**config.mk**
```make
export PLATFORM = sky130hd
export DESIGN_NAME = bcd_display_mux
export DESIGN_NICKNAME = d
export VERILOG_FILES = /design/src/rtl/bcd_display_mux.sv
export SDC_FILE = /design/constraint.sdc
export NUM_CORES = 1
export LEC_CHECK = 0
export ABC_AREA = 1
export BUFFER_PORTS_ARGS = -buffer_cell sky130_fd_sc_hd__buf_4
export CAP_MARGIN = 20
export CORE_MARGIN = 2
export CORE_UTILIZATION = 50
export DETAILED_ROUTE_END_ITERATION = 12
export GPL_ROUTABILITY_DRIVEN = 1
export HOLD_SLACK_MARGIN = 0.02
export PLACE_DENSITY_LB_ADDON = 0.25
export SLEW_MARGIN = 10
export SYNTH_ARGS = -nofsm -noshare
export SYNTH_HDL_FRONTEND = slang
export SYNTH_SLANG_ARGS = --single-unit
```
**constraint.sdc**
```tcl
create_clock -name clk -period 1.7 [get_ports clk]
set_input_delay 0.085 -clock clk [delete_from_list [all_inputs] [get_ports clk]]
set_output_delay 0.085 -clock clk [all_outputs]
set_load 0.005 [all_outputs]
```
**src/rtl/bcd_display_mux.sv**
```systemverilog
// bcd_display_mux
//   The units digit comes from an upstream decade counter. This block samples
//   it on every clock and builds the tens and hundreds digits by spotting the
//   9->0 wrap. It scans the three digits onto a common-segment seven-segment
//   display.
//
// Parameters
//   REFRESH_DIV    : clock cycles each digit stays lit (2..65535)
//   SEG_ACTIVE_LOW : 1 = seg/an are inverted (0 = lit / selected)
// Ports
//   clk  : clock, rising edge
//   rst  : asynchronous active-high reset
//   din  : units digit, BCD 0..9 (values above 9 are flagged)
//   tens : tens digit, BCD
//   hund : hundreds digit, BCD
//   ovf  : one-cycle pulse on the 999->000 wrap
//   err  : sticky flag, set when din > 9
//   seg  : registered segment pattern, gfedcba order
//   an   : registered one-hot digit select (bit0 units, bit1 tens, bit2 hund)
module bcd_display_mux #(
  parameter int REFRESH_DIV    = 1000,
  parameter bit SEG_ACTIVE_LOW = 1'b1
) (
  input  logic       clk,
  input  logic       rst,
  input  logic [3:0] din,
  output logic [3:0] tens,
  output logic [3:0] hund,
  output logic       ovf,
  output logic       err,
  output logic [6:0] seg,
  output logic [2:0] an
);

  typedef enum logic [1:0] {
    SLOT_UNITS = 2'd0,
    SLOT_TENS  = 2'd1,
    SLOT_HUND  = 2'd2
  } slot_t;

  localparam logic [15:0] DIV_LAST = 16'(REFRESH_DIV - 1);
  localparam logic [6:0]  SEG_OFF  = SEG_ACTIVE_LOW ? 7'h7F : 7'h00;
  localparam logic [2:0]  AN_OFF   = SEG_ACTIVE_LOW ? 3'b111 : 3'b000;
  localparam logic [6:0]  PAT_DASH  = 7'h40;
  localparam logic [6:0]  PAT_BLANK = 7'h00;

  logic [3:0]  prev;
  logic [15:0] div;
  slot_t       slot, slot_next;
  logic        carry;
  logic [6:0]  pat;
  logic [2:0]  an_hot;

  // Active-high segment pattern for one BCD digit.
  function automatic logic [6:0] digit_pat(input logic [3:0] d);
    case (d)
      4'd0:    return 7'h3F;
      4'd1:    return 7'h06;
      4'd2:    return 7'h5B;
      4'd3:    return 7'h4F;
      4'd4:    return 7'h66;
      4'd5:    return 7'h6D;
      4'd6:    return 7'h7D;
      4'd7:    return 7'h07;
      4'd8:    return 7'h7F;
      4'd9:    return 7'h6F;
      default: return PAT_DASH;
    endcase
  endfunction

  // Only a true 9->0 step of the upstream counter counts as a decade wrap.
  // This excludes 10->0, 9->9 and 9->1.
  assign carry = (prev == 4'd9) && (din == 4'd0);

  // NOTE: every variable gets a default before the case so that no path
  // leaves it unassigned, which would infer a latch.
  always_comb begin
    slot_next = slot;
    pat       = PAT_BLANK;
    an_hot    = 3'b001;
    if (div == DIV_LAST) begin
      case (slot)
        SLOT_UNITS: slot_next = SLOT_TENS;
        SLOT_TENS:  slot_next = SLOT_HUND;
        default:    slot_next = SLOT_UNITS;
      endcase
    end
    // The pattern is built from the current slot and the pre-update digits.
    // The display therefore lags them by one cycle.
    case (slot)
      SLOT_UNITS: begin
        an_hot = 3'b001;
        pat    = (din > 4'd9) ? PAT_DASH : digit_pat(din);
      end
      SLOT_TENS: begin
        an_hot = 3'b010;
        pat    = (hund == 4'd0 && tens == 4'd0) ? PAT_BLANK : digit_pat(tens);
      end
      default: begin
        an_hot = 3'b100;
        pat    = (hund == 4'd0) ? PAT_BLANK : digit_pat(hund);
      end
    endcase
  end

  // NOTE: sequential state uses non-blocking assignments only. Every register
  // reads the values from before the edge, whatever the statement order.
  always_ff @(posedge clk or posedge rst) begin
    if (rst) begin
      prev <= 4'd0;
      tens <= 4'd0;
      hund <= 4'd0;
      ovf  <= 1'b0;
      err  <= 1'b0;
      div  <= 16'd0;
      slot <= SLOT_UNITS;
      seg  <= SEG_OFF;
      an   <= AN_OFF;
    end else begin
      prev <= din;
      ovf  <= 1'b0;
      if (carry) begin
        if (tens < 4'd9) begin
          tens <= tens + 4'd1;
        end else begin
          tens <= 4'd0;
          if (hund < 4'd9) begin
            hund <= hund + 4'd1;
          end else begin
            hund <= 4'd0;
            ovf  <= 1'b1;
          end
        end
      end
      if (din > 4'd9) err <= 1'b1;
      div  <= (div == DIV_LAST) ? 16'd0 : div + 16'd1;
      slot <= slot_next;
      seg  <= pat ^ {7{SEG_ACTIVE_LOW}};
      an   <= an_hot ^ {3{SEG_ACTIVE_LOW}};
    end
  end

endmodule
```
# Word level (Yosys, flattened, before mapping)
# Memories as Yosys holds them, arrays and structs flattened.
# Index checks and enable logic that the tools add are counted.
[word_totals] latchBits=0 mem_bits_rw=0 rom_bits=336 mem_count=3 output_inout_bits=20 elab_cells=43 regBits=42
[mem_list] memory="(name not given)" words=16 word_bits=7 read_ports=1 rd_ports_with_merged_regs=0 write_ports=0 line="56" rtl="case (d)"
[mem_list] memory="(name not given)" words=16 word_bits=7 read_ports=1 rd_ports_with_merged_regs=0 write_ports=0 line="56"
[mem_list] memory="(name not given)" words=16 word_bits=7 read_ports=1 rd_ports_with_merged_regs=0 write_ports=0 line="56"
[op_classes] div_mod_pow=0 magnitude_cmp=3 n_eq_ne=3 n_mul=0 shifts=0 reduce_logical=7 n_addsub=3 bitwise=3 n_mux=12
[ops] cell="7-bit 2-to-1 mux" n=3
[ops] cell="16-bit by 1-bit adder with 16-bit output, second input constant" n=1
[ops] cell="16-bit by 10-bit equality test with 1-bit output, second input constant" n=1
[ops] cell="16-bit 2-to-1 mux" n=1
[ops] cell="7-bit case mux with 2 select lines" n=1
[ops] cell="4-bit logical NOT" n=3
[ops] cell="4-bit by 1-bit adder with 4-bit output, second input constant" n=2
[ops] cell="4-bit < comparator, second input constant" n=2
[ops] cell="4-bit 2-to-1 mux" n=2
[ops] cell="7-bit inverter" n=1
[ops] cell="3-bit case mux with 2 select lines" n=1
[ops] cell="4-bit equality test, second input constant" n=1
[ops] cell="4-bit > comparator, second input constant" n=1
[ops] cell="2-bit case mux with 2 select lines" n=1
[ops] cell="1-bit 2-to-1 mux" n=3
[ops] cell="3-bit inverter" n=1
[ops] cell="2-bit by 1-bit equality test with 1-bit output, second input constant" n=1
[ops] cell="1-bit logical AND" n=2
[ops] cell="2-bit logical NOT" n=1
[ops] cell="2-bit AND reduction" n=1
[ops] cell="1-bit inverter" n=1

# Depth between registers and ports, before layout
[logic_depth] ltp_word=5 depth_mapped=10

# Worst setup path before layout
# No wires, ideal clock.
[synth_path] kind="register -> register" from="register hund[1]" to="register seg[0]" required_time_ps=1617 arrival_ps=1193 period_less_slack_ps=1276 n_path_buf=0 setup_time_ps=83 stages_incl_launch_ff=8 slack_ps=424 path_cell_list="dfrtp_1 -> inv_1 -> ha_1 -> or2_2 -> nand3_1 -> nand2_1 -> nand2_1 -> nand3_1"
[synth_between] elab_chain_len=5 elab_cells_between_ends=7 classes_between="3 x mux; 1 x bitwise; 2 x reduce/logical; 1 x memory"
[synth_rtl] item="start, declared" line="28" rtl="output logic [3:0] hund,"
[synth_rtl] item="start signal, assigned" line="128" rtl="hund <= hund + 4'd1;"
[synth_rtl] item="parallel branches: the longest is 3 deep, another holds memory read 16 x 7 bit"
[synth_rtl] item="7-bit case mux with 2 select lines (*)" line="90" rtl="case (slot)"
[synth_rtl] item="7-bit inverter (no line) (*)"
[synth_rtl] item="end signal, assigned" line="138" rtl="seg <= pat ^ {7{SEG_ACTIVE_LOW}};"
[synth_rtl] item="end, declared" line="31" rtl="output logic [6:0] seg,"
# Mark *: on every way between the ends.
# A chain may end at the register's enable or synchronous reset.

# Final worst setup path
[layout_path] from="input din[1]" to="register hund[2]"
[layout_between] elab_chain_len=3
[layout_rtl] item="start, declared" line="26" rtl="input logic [3:0] din,"
[layout_rtl] item="4-bit logical NOT" line="73" rtl="assign carry = (prev == 4'd9) && (din == 4'd0);"
[layout_rtl] item="1-bit logical AND" line="73"
[layout_rtl] item="2-bit AND reduction (no line)"
# Every way passes these cells.

==> results.sh <==
export IMPL_max_freq_mhz=659
export IMPL_antenna_left=0
export IMPL_cp_required_ns=1.89
export IMPL_synthTopCellsByCount="80 x nand2_1, 48 x nor2_1, 42 x inv_1, 32 x dfrtp_1, 28 x nand3_1"
export IMPL_ios=26
export IMPL_setup_violations=0
export IMPL_io_buffers=25
export IMPL_antenna_found_initial=0
export IMPL_worstSkewPairLatency_ns=0.30
export IMPL_r2r_cells=8
export IMPL_wl_met3_microns=179
export IMPL_status="finished clean"
export IMPL_viasPerCell=4.77
export IMPL_setup_tns_ns=0
export IMPL_r2r_end="hund[2]$_DFFE_PP0P_"
export IMPL_drt_iter0_markers=60
export IMPL_path_clk_slew_ns=0.08
export IMPL_worstSetupEndpoint="hund[2]$_DFFE_PP0P_"
export IMPL_ys_flop_type="dfrtp_1"
export IMPL_startpoint="din[1]"
export IMPL_fp_dieH_microns=76.5
export IMPL_synth_top_area_share_pct=30.4
export IMPL_placed_cell_area_sq_um=2880
export IMPL_critical_path_class="input port to flop"
export IMPL_async_flop_share_pct=100
export IMPL_top_layer_used="met4"
export IMPL_finish_utilization_pct=59.6
export IMPL_drv_slew=0
export IMPL_synth_warning_count=0
export IMPL_ctsResizeCount=0
export IMPL_yosys_top_cells_area="dfrtp_1 30%, nand2_1 11%, dfstp_2 10%"
export IMPL_cellLeakagePower_uw=0.00156
export IMPL_dpl_hpwl_microns=3870
export IMPL_grt_pass1_vias=2117
export IMPL_root_buffer="clkbuf_8"
export IMPL_netlist_instances=338
export IMPL_layout_drive_gt1_share_pct=22.0
export IMPL_n_fill_cell=510
export IMPL_slew_headroom_pct=65.3
export IMPL_ys_seq_elements=42
export IMPL_skew_ns=0.00962
export IMPL_syn_avg_cell_area_sq_um=7.78
export IMPL_tightestPinTransition_ns=0.520
export IMPL_drt_wl_total_microns=5030
export IMPL_end_kind="flop"
export IMPL_cts_sinks=42
export IMPL_yosysSeqAreaShare_pct=40.4
export IMPL_multi_input_area_sq_um=1350
export IMPL_drv_cap=0
export IMPL_syn_nets=360
export IMPL_overflow=0
export IMPL_synth_cell_types=30
export IMPL_crit_fanout=9
export IMPL_start_kind="input port"
export IMPL_vdd_drop_max_mv=0.359
export IMPL_rsz0062_at_grt="false"
export IMPL_met1_length_microns=2270
export IMPL_yosysMostFrequentCell="nand2_1"
export IMPL_arrival_ns=1.71
export IMPL_initial_core_util_pct=51.5
export IMPL_fin_crit_ns=1.52
export IMPL_final_area_sq_um=3040
export IMPL_regToRegSetupSlack_ns=0.26
export IMPL_syn_to_final_growth_pct=15.6
export IMPL_chipWidth_microns=76.5
export IMPL_cts_buffers=5
export IMPL_final_hold_viol_count=0
export IMPL_std_cell_rows=26
export IMPL_dr_pass1_iters=4
export IMPL_syn_area_sq_um=2630
export IMPL_grt_first_pass_wirelength_microns=8870
export IMPL_drc=0
export IMPL_reg2reg_from="hund[1]$_DFFE_PP0P_"
export IMPL_power_density_nw_per_um2=742
export IMPL_vias=2112
export IMPL_antenna_cells=0
export IMPL_synth_edf_count=0
export IMPL_regArea_sq_um=1060
export IMPL_min_path_type="input port to async pin"
export IMPL_clockBufferDepth=2
export IMPL_wl_met2_microns=2470
export IMPL_dieArea_sq_um=5860
export IMPL_cts_tree="yes"
export IMPL_fin_crit_sh_pct=89.2
export IMPL_wl_per_cell_microns=11.4
export IMPL_track_usage_pct=18.7
export IMPL_htreeDepth=2
export IMPL_nets=394
export IMPL_synth_largest_area_cell="dfrtp_1"
export IMPL_grt_max_degree=43
export IMPL_core_area_sq_um=5110
export IMPL_globalplace_congestion=0.927
-- critical path: stages --
cell           delay [ns]
dlygate4sd3_1        0.53
buf_4                0.15
inv_1                0.11
ha_1                 0.15
inv_1                0.06
nor2_4               0.12
nand2_4              0.08
nor2_8               0.16
nand2_4              0.11
nand2_1              0.07
o21ai_1              0.07
-- worst min-delay path by stage --
stage / end / start / slack [ns]
finish: tens[1]$_DFFE_PP0P_ / rst / 0.47
global route: prev[0]$_DFF_PP0_ / din[0] / 0.47
CTS: prev[1]$_DFF_PP0_ / din[1] / 0.46
detailed placement: prev[1]$_DFF_PP0_ / din[1] / 0.24
global placement: prev[1]$_DFF_PP0_ / din[1] / 0.23
floorplan: prev[0]$_DFF_PP0_ / din[0] / 0.12
-- cells by family (layout without fill, tap and decap cells) --
logic type | Yosys count | in the layout | synth area share (%)
compound gates | 21 | 21 | 4.85
xor+xnor | 12 | 12 | 3.99
fa+ha+maj | 16 | 16 | 7.61
buf+inv | 51 | 86 | 8.42
flops | 42 | 42 | 40.4
simple gates | 196 | 196 | 34.7
-- registers in the layout, summed over array words and instances (netlist names) --
name  flops
an        3
tens      4
hund      4
seg       7
ovf       1
div      16
slot      2
prev      4
err       1
-- cell usage in the layout, fill, tap and decap left out, drive strengths merged --
cell type / count
a21oi: 6
and3: 1
buf: 26
bufinv: 1
clkbuf: 7
clkinv: 1
dfrtp: 32
dfstp: 10
dlygate4sd3: 5
ha: 16
inv: 46
nand2: 89
nand3: 29
nand3b: 1
nand4: 2
nor2: 66
nor3: 5
o21ai: 15
or2: 3
xor2: 12
-- metrics by stage --
stage	total power, uW	instances	hold slack (ns)	worst slack, ns
2_1_floorplan	1330	338	0.116	0.424
3_3_place_gp	1450	430	0.234	0.280
3_5_place_dp	1450	430	0.235	0.283
4_1_cts	2280	443	0.461	0.183
5_1_grt	2370	443	0.474	0.0580
6_report	2260	443	0.473	0.183
-- area by class of cell --
| type | count | area share [%] |
|---|---|---|
| Sequential cell | 42 | 35.0 |
| Inverter | 47 | 6.01 |
| Clock inverter | 1 | 0.987 |
| Clock buffer | 7 | 2.84 |
| Timing Repair Buffer | 31 | 8.06 |
| Multi-Input combinational cell | 245 | 44.3 |
| Tap cell | 70 | 2.88 |
-- metal layers --
metal	global-route usage (%)	vias to the layer above
li1	-	1105
met1	22.2	962
met2	32.8	34
met3	3.20	11
met4	9.09	0
met5	0	-
-- power breakdown --
group / total, uW / internal [uW] / switching, uW
registers: 1080 / 1040 / 40.5
logic: 353 / 145 / 208
clock network: 821 / 479 / 342
-- what timing repair did --
item                                   CTS  global route
hold buffers                             5             0
setup endpoints to repair                0             0
endpoints found under the hold margin   36             0
setup buffers                            0             0
No activity file was read; power rests on OpenSTA's default activity.
